**src/rtl/seg_display_arbiter_pkg.sv**
```systemverilog
// Shared types and constants for the 7-segment display arbiter.
package seg_display_arbiter_pkg;

  localparam int unsigned ARB_STATE_WIDTH = 2;
  localparam int unsigned OWNER_W         = 3;

  typedef enum logic [ARB_STATE_WIDTH-1:0] {
    ARB_IDLE = 2'd0,
    ARB_SHOW = 2'd1,
    ARB_GAP  = 2'd2
  } arb_state_t;

  function automatic int unsigned f_max(input int unsigned a, input int unsigned b);
    return (a > b) ? a : b;
  endfunction

endpackage

```
**src/rtl/seg_display_arbiter_rr_next_picker.sv**
```systemverilog
// Combinational round-robin search: first requester strictly after the pointer,
// wrapping around so the pointer's own source is considered last.
module rr_next_picker
  import seg_display_arbiter_pkg::*;
#(
  parameter int unsigned NUM_REQ = 4
) (
  input  logic [NUM_REQ-1:0] i_Req,
  input  logic [OWNER_W-1:0] i_Ptr,
  output logic [OWNER_W-1:0] o_Idx,
  output logic               o_Found
);

  logic [2*NUM_REQ-1:0] w_Dbl;
  logic [NUM_REQ-1:0]   w_Rot;
  int unsigned          w_Sum;

  // Rotate requests so bit 0 is the source immediately after the pointer.
  always_comb begin
    w_Dbl = {i_Req, i_Req} >> ({1'b0, i_Ptr} + 4'd1);
    w_Rot = w_Dbl[NUM_REQ-1:0];
  end

  // Scan far-to-near so the nearest requester overwrites the result last.
  always_comb begin
    o_Idx   = '0;
    o_Found = 1'b0;
    w_Sum   = 0;
    for (int unsigned m = NUM_REQ; m > 0; m--) begin
      if (w_Rot[m-1]) begin
        w_Sum = 32'(i_Ptr) + m;
        if (w_Sum >= NUM_REQ) w_Sum = w_Sum - NUM_REQ;
        o_Idx   = OWNER_W'(w_Sum);
        o_Found = 1'b1;
      end
    end
  end

endmodule

```
**src/rtl/seg_display_arbiter.sv**
```systemverilog
// Round-robin owner of the shared 7-segment display: fixed dwell per owner,
// optional blank gap between owners, registered outputs.
module seg_display_arbiter
  import seg_display_arbiter_pkg::*;
#(
  parameter int unsigned NUM_REQ      = 4,
  parameter int unsigned DWELL_CYCLES = 25_000_000,
  parameter int unsigned GAP_CYCLES   = 2_500_000
) (
  input  logic                 i_Clk,
  input  logic                 i_Rst_L,
  input  logic [NUM_REQ-1:0]   i_Req,
  input  logic [4*NUM_REQ-1:0] i_Nibbles,
  input  logic                 i_Hold,
  output logic [NUM_REQ-1:0]   o_Grant,
  output logic [OWNER_W-1:0]   o_Owner,
  output logic                 o_Valid,
  output logic [3:0]           o_Nibble
);

  localparam int unsigned        CNT_W      = $clog2(f_max(DWELL_CYCLES, GAP_CYCLES) + 1);
  localparam logic [CNT_W-1:0]   DWELL_LAST = CNT_W'(DWELL_CYCLES - 1);
  localparam logic [CNT_W-1:0]   GAP_LAST   = CNT_W'((GAP_CYCLES > 0) ? (GAP_CYCLES - 1) : 0);
  localparam logic [NUM_REQ-1:0] ONE        = NUM_REQ'(1);

  arb_state_t          r_State, w_NextState;
  logic [CNT_W-1:0]    r_Cnt, w_CntNext;
  logic [OWNER_W-1:0]  r_Owner, w_NextOwner;
  logic [OWNER_W-1:0]  r_Ptr;
  logic                w_Load;
  logic [OWNER_W-1:0]  w_PickIdx;
  logic                w_PickFound;
  logic [NUM_REQ-1:0]  w_OwnerMask;
  logic                w_OwnerReq;
  logic                w_Others;
  logic [NUM_REQ-1:0]  w_GrantNext;
  logic [OWNER_W-1:0]  w_OwnerNext;
  logic                w_ValidNext;
  logic [3:0]          w_NibbleNext;

  rr_next_picker #(.NUM_REQ(NUM_REQ)) u_picker (
    .i_Req   (i_Req),
    .i_Ptr   (r_Ptr),
    .o_Idx   (w_PickIdx),
    .o_Found (w_PickFound)
  );

  // Owner's own request and whether anyone else is waiting.
  always_comb begin
    w_OwnerMask = ONE << r_Owner;
    w_OwnerReq  = |(i_Req & w_OwnerMask);
    w_Others    = |(i_Req & ~w_OwnerMask);
  end

  // State, shared counter, owner and round-robin pointer registers.
  always_ff @(posedge i_Clk or negedge i_Rst_L) begin
    if (!i_Rst_L) begin
      r_State <= ARB_IDLE;
      r_Cnt   <= '0;
      r_Owner <= '0;
      r_Ptr   <= OWNER_W'(NUM_REQ - 1);
    end else begin
      r_State <= w_NextState;
      r_Cnt   <= w_CntNext;
      r_Owner <= w_NextOwner;
      if (w_Load) r_Ptr <= w_NextOwner;
    end
  end

  // Next-state logic; a drop outranks terminal count and ignores i_Hold.
  // The pointer always equals the owner in SHOW, so one picker serves all states.
  always_comb begin
    w_NextState = r_State;
    w_NextOwner = r_Owner;
    w_CntNext   = r_Cnt;
    w_Load      = 1'b0;
    case (r_State)
      ARB_IDLE: begin
        if (w_PickFound) begin
          w_NextState = ARB_SHOW;
          w_NextOwner = w_PickIdx;
          w_Load      = 1'b1;
          w_CntNext   = '0;
        end
      end
      ARB_SHOW: begin
        if (!w_OwnerReq || (!i_Hold && (r_Cnt == DWELL_LAST))) begin
          w_CntNext = '0;
          if (w_Others) begin
            if (GAP_CYCLES == 0) begin
              w_NextOwner = w_PickIdx;
              w_Load      = 1'b1;
            end else begin
              w_NextState = ARB_GAP;
            end
          end else if (!w_OwnerReq) begin
            w_NextState = ARB_IDLE;
          end
        end else if (!i_Hold) begin
          w_CntNext = r_Cnt + CNT_W'(1);
        end
      end
      ARB_GAP: begin
        if (!i_Hold) begin
          if (r_Cnt == GAP_LAST) begin
            w_CntNext = '0;
            if (w_PickFound) begin
              w_NextState = ARB_SHOW;
              w_NextOwner = w_PickIdx;
              w_Load      = 1'b1;
            end else begin
              w_NextState = ARB_IDLE;
            end
          end else begin
            w_CntNext = r_Cnt + CNT_W'(1);
          end
        end
      end
      default: begin
        w_NextState = ARB_IDLE;
        w_CntNext   = '0;
      end
    endcase
  end

  // Output decode from the upcoming state so registered outputs line up with it.
  always_comb begin
    w_ValidNext  = (w_NextState == ARB_SHOW);
    w_GrantNext  = '0;
    w_OwnerNext  = '0;
    w_NibbleNext = '0;
    if (w_ValidNext) begin
      w_GrantNext = ONE << w_NextOwner;
      w_OwnerNext = w_NextOwner;
      for (int unsigned k = 0; k < NUM_REQ; k++) begin
        if (w_NextOwner == OWNER_W'(k)) w_NibbleNext = i_Nibbles[4*k +: 4];
      end
    end
  end

  // Output registers; blank (all zero) whenever nothing is shown.
  always_ff @(posedge i_Clk or negedge i_Rst_L) begin
    if (!i_Rst_L) begin
      o_Grant  <= '0;
      o_Owner  <= '0;
      o_Valid  <= 1'b0;
      o_Nibble <= '0;
    end else begin
      o_Grant  <= w_GrantNext;
      o_Owner  <= w_OwnerNext;
      o_Valid  <= w_ValidNext;
      o_Nibble <= w_NibbleNext;
    end
  end

endmodule

```
**config.mk**
```make
export PLATFORM = sky130hd
export DESIGN_NAME = seg_display_arbiter
export DESIGN_NICKNAME = d
export VERILOG_FILES = /design/src/rtl/seg_display_arbiter_pkg.sv /design/src/rtl/seg_display_arbiter_rr_next_picker.sv /design/src/rtl/seg_display_arbiter.sv
export SDC_FILE = /design/constraint.sdc
export NUM_CORES = 1
export LEC_CHECK = 0
export CELL_PAD_IN_SITES_DETAIL_PLACEMENT = 0
export CELL_PAD_IN_SITES_GLOBAL_PLACEMENT = 1
export CORE_ASPECT_RATIO = 1.25
export CORE_UTILIZATION = 44
export CTS_BUF_LIST = sky130_fd_sc_hd__clkbuf_8
export CTS_CLUSTER_SIZE = 14
export DETAILED_ROUTE_END_ITERATION = 16
export PLACE_DENSITY = 0.81
export SLEW_MARGIN = 15
export SYNTH_ARGS = -nofsm -noshare
export SYNTH_HDL_FRONTEND = slang
export SYNTH_SLANG_ARGS = --single-unit
```
**constraint.sdc**
```tcl
create_clock -name i_Clk -period 3.3 [get_ports i_Clk]
set_clock_uncertainty 0.05 [all_clocks]
set_input_delay 0.66 -clock i_Clk [delete_from_list [all_inputs] [get_ports i_Clk]]
set_output_delay 0.66 -clock i_Clk [all_outputs]
set_load 0.05 [all_outputs]
```
Yosys cells after proc, flatten, opt, wreduce, memory -nomap -nowiden
Cells that the tools add are included.

word-level totals
  logic and storage cells = 89
  memories = 0
  latch bits = 0
  input bits = 23
  memory bits (read-only) = 0
  register bits = 45
  RAM bits = 0
  output and inout port bits = 12

operators by class
  bitwise logic cells = 3
  shift-type cells = 3
  div/mod/pow operators = 0
  multiplexer cells = 41
  reduce and logical (&&, ||, !) cells = 9
  add/sub/neg operators = 10
  equal/unequal tests = 11
  multipliers = 0
  $lt $le $gt $ge = 4

operators with widths
  cell                   count
  $mux 25                5
  $pmux 25 s3            1
  $mux 3                 12
  $add 25x1->25 const B  1
  $eq 25x22->1 const B   1
  $eq 25x25->1 const B   1
  $mux 4                 6
  $ge 4x3->1 const B     4
  $mux 2                 6
  $sub 3x3->3 const B    4
  $add 3x1->4 const B    2
  $add 3x2->4 const B    2
  $and 4x4->4            2
  $mux 1                 8
  $reduce_or 4->1        2
  $shl 1x3->4 const A    2
  $shr 8x4->4            1
  $eq 3x2->1 const B     2
  $pmux 2 s3             1
  $pmux 3 s2             1
  $add 3x3->4 const B    1
  $eq 2x1->1 const B     2
  $not 4->4              1
  $eq 3x1->1 const B     1
  other kinds (11)       12

Logic depth before layout (Yosys ltp)
Gate-level depths: netlist of the first run.

  depth after elaboration = 17
  depth in mapped cells = 10
  depth with buffers taken out = 9

Modules after synthesis
A second synthesis of the first run with hierarchy kept.

unflattened totals
  cells, all modules = 325
  area total of the unflattened synthesis = 3,095.5 um^2

modules (own cells, without submodules)
  module               cells each  sequential area each (um^2)  instances  area an instance (um^2)
  seg_display_arbiter  286         1,128.6                      1          2,793.9
  rr_next_picker       39          0.0                          1          301.5

Least setup slack after synthesis of the first run
OpenSTA, ideal clock, no wires.

  kind = register -> register
  start point = register r_Ptr[0]
  end point = register o_Nibble[0]
  arrival time = 2.682 ns
  path buffers = 1
  path slack = 0.437 ns
  cell stages (with the launch flop) = 11
  period minus slack after synthesis = 2.863 ns
  data required time = 3.119 ns
  library setup time = 0.131 ns
  cells stage by stage = dfstp_2 clkbuf_1 inv_1 ha_1 or3b_2 a221oi_1 a21oi_1 a31oi_1 a2bb2oi_1 nand4b_1 o22ai_1

between the ends
  longest elaborated chain between the ends = 17
  elaborated cells on any way between the ends = 45
  those cells by class = 9 x add/sub; 4 x order compare; 4 x eq/ne; 1 x shift; 26 x mux; 1 x reduce/logical

RTL lines
  what                                              RTL line                                               text
  start, declared                                   seg_display_arbiter.sv:29                              logic [OWNER_W-1:0] r_Ptr;
  start signal, assigned                            seg_display_arbiter.sv:61                              r_Ptr <= OWNER_W'(NUM_REQ - 1);
  start signal, assigned                            seg_display_arbiter.sv:66                              if (w_Load) r_Ptr <= w_NextOwner;
  $add 3x3->4                                       seg_display_arbiter_rr_next_picker.sv:31               w_Sum = 32'(i_Ptr) + m;
  $ge 4x3->1 / $sub 3x3->3 (equally long branches)  seg_display_arbiter_rr_next_picker.sv:32               if (w_Sum >= NUM_REQ) w_Sum = w_Sum - NUM_REQ;
  $mux 3                                            seg_display_arbiter_rr_next_picker.sv:32
  $mux 3 (4 in a row)                               seg_display_arbiter_rr_next_picker.sv:30               if (w_Rot[m-1]) begin
  $mux 3 *                                          seg_display_arbiter.sv:79, seg_display_arbiter.sv:107
  $mux 3                                            seg_display_arbiter.sv:105                             if (r_Cnt == GAP_LAST) begin
  $mux 3                                            seg_display_arbiter.sv:104                             if (!i_Hold) begin
  $pmux 3 s2 *                                      seg_display_arbiter.sv:77                              case (r_State)
  net w_NextOwner[1]                                seg_display_arbiter.sv:28                              logic [OWNER_W-1:0] r_Owner, w_NextOwner;
  $logic_not 3->1                                   seg_display_arbiter.sv:136                             if (w_NextOwner == OWNER_W'(k)) w_NibbleNext = i_Nibbles[4*k +: 4];
  $mux 4 (3 in a row)                               seg_display_arbiter.sv:136
  $mux 4 *                                          seg_display_arbiter.sv:136
  $mux 4 *                                          seg_display_arbiter.sv:132                             if (w_ValidNext) begin
  net w_NibbleNext[0]                               seg_display_arbiter.sv:39                              logic [3:0] w_NibbleNext;
  end signal, assigned                              seg_display_arbiter.sv:152                             o_Nibble <= w_NibbleNext;
  end, declared                                     seg_display_arbiter.sv:18                              output logic [3:0] o_Nibble

The timed path passes the listed nets; every way through them passes the cells marked *.
A chain may end at the register's enable or synchronous reset.

Worst setup path in the final report of the first run
  start point = register r_Ptr[1]
  end point = register o_Nibble[2]

The elaborated chain is that of the path after synthesis.

==> results of run 1 <==
-- final cells by class --
type                       instances  area share (%)
clock inverter                     3           1.368
timing repair buffer              44           12.50
multi-input combinational        241           45.95
sequential                        45           33.35
clock buffer                       5           2.033
inverter                          15           1.664
tap                               85           3.142
-- routing by layer --
| metal | track usage [%] | share of wire [%] | vias to the layer above | routed length [um] |
|---|---|---|---|---|
| met1 | 27.00 | 45 | 1214 | 2888 |
| li1 | - | - | 1214 | - |
| met5 | 0 | 0 | - | 0 |
| met2 | 37.27 | 51 | 50 | 3335 |
| met3 | 3.552 | 3.1 | 6 | 198 |
| met4 | 4.808 | 0.93 | 0 | 60 |
-- kinds of logic after synthesis --
logic type | synth area share, %
AND/OR/NAND/NOR | 27.25
AO/OA/AOI/OAI | 19.42
flip-flops | 40.36
buffers and inverters | 4.027
multiplexers | 4.385
XOR/XNOR | 1.879
adder cells (fa/ha/maj) | 2.684
-- report_power, final --
part | switching, mW | internal, mW | total [mW]
Sequential | 0.0702 | 0.649 | 0.719
Combinational | 0.713 | 0.459 | 1.17
Clock | 0.196 | 0.227 | 0.423
-- registers in the layout, summed over array words and instances, names as in the netlist --
signal and cells:
r_Cnt 25, r_Owner 3, o_Valid 1, o_Grant 4, o_Owner 3, r_State 2, r_Ptr 3, o_Nibble 4
-- per-stage QoR --
| step | area (um^2) | power, mW | worst slack, ns | hold WS (ns) |
|---|---|---|---|---|
| 3_5_place_dp | 3269 | 1.903 | 0.1162 | 0.4576 |
| 4_1_cts | 3385 | 2.336 | 0.2824 | 0.4770 |
| 6_report | 3385 | 2.313 | 0.2783 | 0.4584 |
| 3_3_place_gp | 3269 | 1.899 | 0.1721 | 0.4448 |
| 5_1_grt | 3385 | 2.483 | 0.01949 | 0.4939 |
| 2_1_floorplan | 2796 | 1.575 | 0.4367 | 0.3144 |
-- path summary, 6_finish.rpt --
check                               from           to  cells after the start
worst max-delay path            r_Ptr[1]  o_Nibble[2]                      9
worst min-delay path             i_Rst_L     r_Cnt[0]                      1
worst max register to register  r_Ptr[1]  o_Nibble[2]                      9
worst min register to register  r_Cnt[0]     r_Cnt[0]                      1
max in group asynchronous        i_Rst_L     r_Ptr[2]                      1
min in group i_Clk              r_Cnt[0]     r_Cnt[0]                      1
-- cells in the final DEF (no fill, tap or decap), drive strengths merged, types with 3 or more instances in the layout --
cell / n
a21oi: 14
a221oi: 3
a31oi: 5
and3: 13
buf: 11
clkbuf: 5
clkdlybuf4s50: 33
dfrtp: 43
ha: 6
inv: 15
mux2i: 10
nand2: 24
nand2b: 6
nand3: 15
nand3b: 3
nand4: 6
nor2: 34
nor2b: 8
nor3: 7
nor4: 4
o21ai: 32
o22ai: 4
o31ai: 7
o41ai: 3
or3: 3
or4: 3
xor2: 5
-- worst max-delay path: stages (launching register included) --
cell and delay [ns]:
dfstp_2 0.68, inv_1 0.07, ha_1 0.31, or3b_2 0.44
a221oi_1 0.27, a21oi_1 0.06, a31oi_1 0.17, a2bb2oi_1 0.34
nand4_1 0.33, o22ai_1 0.22
==> results.md, run 1 <==
- First-pass GRT wire length: 11,300 um
- Worst slew pin tran: between 1 and 1.5 ns
- # placed instances: 430
- Layout fillers: 600
- HPWL after detailed placement: around 4700 um
- Sequential area share after synthesis: around two fifths
- Cell count after synthesis: approximately 310
- Final wirelength: 6482 um
- Final antenna-violating net count: 0
- Layout cells sized above 1: between 10% and 20%
- Max frequency: between 300 and 400 MHz
- Synth Register Bits: between 40 and 50
- Worst rel slew slack: 32.50%
- Yosys warns: 0
- Chip height: just over 90 um
- Area of the multi-input gates: 0.001555 mm^2
- Core area: about 0.006 mm^2
- Die ar.: approximately 0.0067 mm^2
- Initial core utilization: approximately 45%
- Synth cell count leaders: dfrtp_1, nor2_1, nand2_1
- Post-CTS sizing: 0
- Worst EP required: 3.47 ns
- Largest net degree at the start of global routing: 46
- Fin. Hold Viols: 0
- Worst setup SP type: register
- Setup_tns: 0 ns
- Unrepaired setup endpoints after global routing: no
- I/O pin cnt: 35
- Initial DRT Pass Iterations: 4
- Worst-path clk slew: about 0.09 ns
- H-tree levels: 2
- Hold_buf cts: 0
- Worst Path Class, Setup: reg -> reg
- First DRT Iteration DRCs: 150
- Hold crit path type: in -> async
- Die X: 73.31 um
- CTS tree: done
- Fin crit share: about 92%
- Initial antenna violation count: 0
- Final setup viols: 0
- CP Capture Type: register
- DRC Markers: 0
- Post-synth EDFFs: 0
- Grt ovf: 0
- Syn_nets: about 340
- Finished Layout Cells: 438
- Critical Path AT: approximately 3.2 ns
- Status: completed
- Synth Cell Area: 0.002796 mm^2
- Count leader, synth: dfrtp_1
- P_leak: between 1 and 1.5 nW
- Port Buffers: 34
- Final Max Tran Viols: 0
- Post-synthesis cell type count: 58
- Max-cap check violation count: 0
- Pwr dens: around 680 mW/mm^2
- Count of nets after finishing: about 380
- Vias in the first global route: ~2.5k
- Avg WL per Cell: ~15 um
- Clock Tree Root: clkbuf_8
- Gr usage total: 21.29%
- Sequential cell area: 0.001129 mm^2
- CTS Buffer Depth: 2
- VDD IR-drop max: 0.0004392 V
- Clock latency reported for the late side of the worst-skew pair: 0.30 ns
- Top cells by area, synth: dfrtp_1, nor2_1, mux2i_1, o21ai_0, nand2_1
- Ys flop type: dfrtp_1
- Area Overhead vs Synth: 21.03%
- Routability cong.: 0.8386
- Crit path time final: between 3 and 4 ns
- Post-synth top area share: between 30% and 40%
- R2R Setup Slk: between 0.2 and 0.3 ns
- Clk sink count: 45
- DR vias/cell: between 5 and 6
- Final core occ: roughly 55%
- Post-Syn Area per Cell: between 8 and 9 um^2
- Fraction of registers with async set/reset: 100.0%
- # rows: 32
- Via count: 2,484
- CTS buffer count: 5
- Top cell type by total area after synthesis: dfrtp_1
- Antenna Cells: 0
- Post-CTS setup repair buffer count: 0
- Crit-path max FO: 15
No activity file was read; power rests on OpenSTA's default activity.
==> run 2: changes to the inputs <==
--- a/config.mk
+++ b/config.mk
@@ -8,6 +8,7 @@
 export CELL_PAD_IN_SITES_DETAIL_PLACEMENT = 0
 export CELL_PAD_IN_SITES_GLOBAL_PLACEMENT = 1
 export CORE_ASPECT_RATIO = 1.25
+export CORE_MARGIN = 2
 export CORE_UTILIZATION = 44
 export CTS_BUF_LIST = sky130_fd_sc_hd__clkbuf_8
 export CTS_CLUSTER_SIZE = 14
==> results.md, run 2 (same netlist as run 1, synthesis figures left out) <==
- Status: completed
- Largest net degree at the start of global routing: 46 (unchanged)
- Via count: 2,477 (-0.28%)
- Grt ovf: 0 (unchanged)
- Critical Path AT: 3.14 ns (-0.05 ns)
- Port Buffers: 34 (unchanged)
- Count of nets after finishing: 382 (+0.26%)
- Post-CTS sizing: 0 (unchanged)
- DRC Markers: 0 (unchanged)
- Post-CTS setup repair buffer count: 0 (unchanged)
- Worst setup SP type: register
- Avg WL per Cell: 14.95 um (+1.0%)
- Layout cells sized above 1: 11.02% (+0.25 points)
- Clock latency reported for the late side of the worst-skew pair: 0.30 ns (about the same)
- Clock Tree Root: clkbuf_8
- CTS Buffer Depth: 2 (unchanged)
- Unrepaired setup endpoints after global routing: no
- Core area: 0.006166 mm^2 (unchanged)
- Hold crit path type: in -> async
- Hold_buf cts: 0 (unchanged)
- First-pass GRT wire length: 11,390 um (+0.73%)
- Initial core utilization: 45.35% (unchanged)
- Worst Path Class, Setup: reg -> reg
- Area of the multi-input gates: 0.001555 mm^2 (unchanged)
- Clk sink count: 45 (unchanged)
- DR vias/cell: 5.642 (-0.51%)
- Commonest cells after routing, fill and taps aside: dfrtp_1, nor2_1, clkdlybuf4s50_1
- Setup_tns: 0 ns (unchanged)
- H-tree levels: 2 (unchanged)
- Die X: 75.31 um (+2.7%)
- # rows: 32 (unchanged)
- Critical-path top delay cell: dfstp_2
- Fin. Hold Viols: 0 (unchanged)
- CP top delay family: compound AO/OA/AOI/OAI gates
- Most common cell after layout, fill and taps aside: dfrtp_1
- Chip height: 93.13 um (+2.2%)
- Routability cong.: 0.8222 (-2.0%)
- Final wirelength: 6564 um (+1.3%)
- Worst-path clk slew: 0.09 ns (about the same)
- Buffers & Inverters on Critical Path: 1 (unchanged)
- Layout fillers: 613 (+2.2%)
- Vias in the first global route: 2,417 (-2.5%)
- Area Overhead vs Synth: 20.45%
- CP peak stage delay: 0.68 ns (about the same)
- Worst slew pin tran: 0.5754 ns (-0.4370 ns)
- P_leak: 1.409 nW (-1.1%)
- Final hold slack: 0.1762 ns (-0.2822 ns)
- Worst EP required: 3.47 ns (about the same)
- Final core occ: 54.63% (-0.26 points)
- VDD IR-drop max: 0.0004102 V (-6.6%)
- Fin crit share: 90.03% (-1.5 points)
- R2R Setup Slk: 0.33 ns (+0.05 ns)
- Initial DRT Pass Iterations: 4 (unchanged)
- CTS tree: done
- First DRT Iteration DRCs: 101 (-33%)
- Final antenna-violating net count: 0 (unchanged)
- Crit-path max FO: 15 (unchanged)
- Initial antenna violation count: 0 (unchanged)
- Registers with the most flip-flops: r_Cnt: 25 flops, o_Grant: 4 flops, o_Nibble: 4 flops
- R2R depth: 9 (unchanged)
- Worst-path cell chain: inv_1 > ha_1 > or3b_2 > a221oi_1 > a21oi_1 > a31oi_1 > a2bb2oi_1 > nand4_1 > o22ai_1
- CP Capture Type: register
- I/O pin cnt: 35 (unchanged)
- Crit path time final: 2.971 ns (-0.05068 ns)
- Final Max Tran Viols: 0 (unchanged)
- Max frequency: 336.6 MHz (+1.7%)
- Sequential cell area: 0.001129 mm^2 (unchanged)
- Pwr dens: 662.2 mW/mm^2 (-3.1%)
- Antenna Cells: 0 (unchanged)
- Max FFs per register: 25 (unchanged)
- Die ar.: 0.007013 mm^2 (+5.0%)
- Max-cap check violation count: 0 (unchanged)
- Critical path depth in cells: 9 (unchanged)
- HPWL after detailed placement: 4836 um (+3.0%)
- CTS buffer count: 5 (unchanged)
- Register bank with the most flops: r_Cnt
- Worst rel slew slack: 61.28% (+29 points)
- Gr usage total: 20.60% (-0.69 points)
- Final setup viols: 0 (unchanged)
==> run 2: changes by cell type in the layout (fill, tap and decap cells not counted), sizes merged <==
| cell | previous run | this run |
|---|---|---|
| clkinv | 1 | 0 |
| bufinv | 1 | 0 |
| buf | 11 | 12 |
| clkinvlp | 1 | 3 |
==> run 2: metrics by stage <==
stage	worst slack, ns	area (um^2)	power, mW	instances
finish	0.3290	3368	2.231	439
global route	0.09134	3368	2.412	439
CTS	0.2967	3348	2.260	438
detailed placement	0.08568	3257	1.903	430
global placement	0.1128	3257	1.895	430
floorplan	0.4367	2796	1.575	313
==> run 2: final cells by class <==
class,instances,share of cell area [%]
clock buffers,5,2.043
clock inverters,3,0.6686
inverters,15,1.672
multi-input cells,241,46.17
flip-flops and latches,45,33.51
well taps,85,3.158
repair buffers,45,12.78
==> run 2: path summary, 6_finish.rpt <==
kind                               start     endpoint
worst max register to register  r_Ptr[1]  o_Nibble[3]
max in group asynchronous        i_Rst_L     r_Ptr[0]
worst max-delay path            r_Ptr[1]  o_Nibble[3]
worst min register to register  r_Cnt[0]     r_Cnt[0]
min in group i_Clk              r_Cnt[0]     r_Cnt[0]
worst min-delay path             i_Rst_L    r_Cnt[10]
==> run 2: power by group <==
group / internal [mW] / switching [mW] / leakage (nW)
Sequential: 0.648 / 0.0683 / 0.609
Clock: 0.149 / 0.199 / 0.0364
Combinational: 0.453 / 0.713 / 0.764
==> run 2: metal layers <==
metal  GRT usage [%]  wire, um  vias up
li1                -         -     1225
met2           35.07      3309       57
met5               0         0        -
met3           4.418       318        9
met4           5.848        95        0
met1           25.79      2841     1186
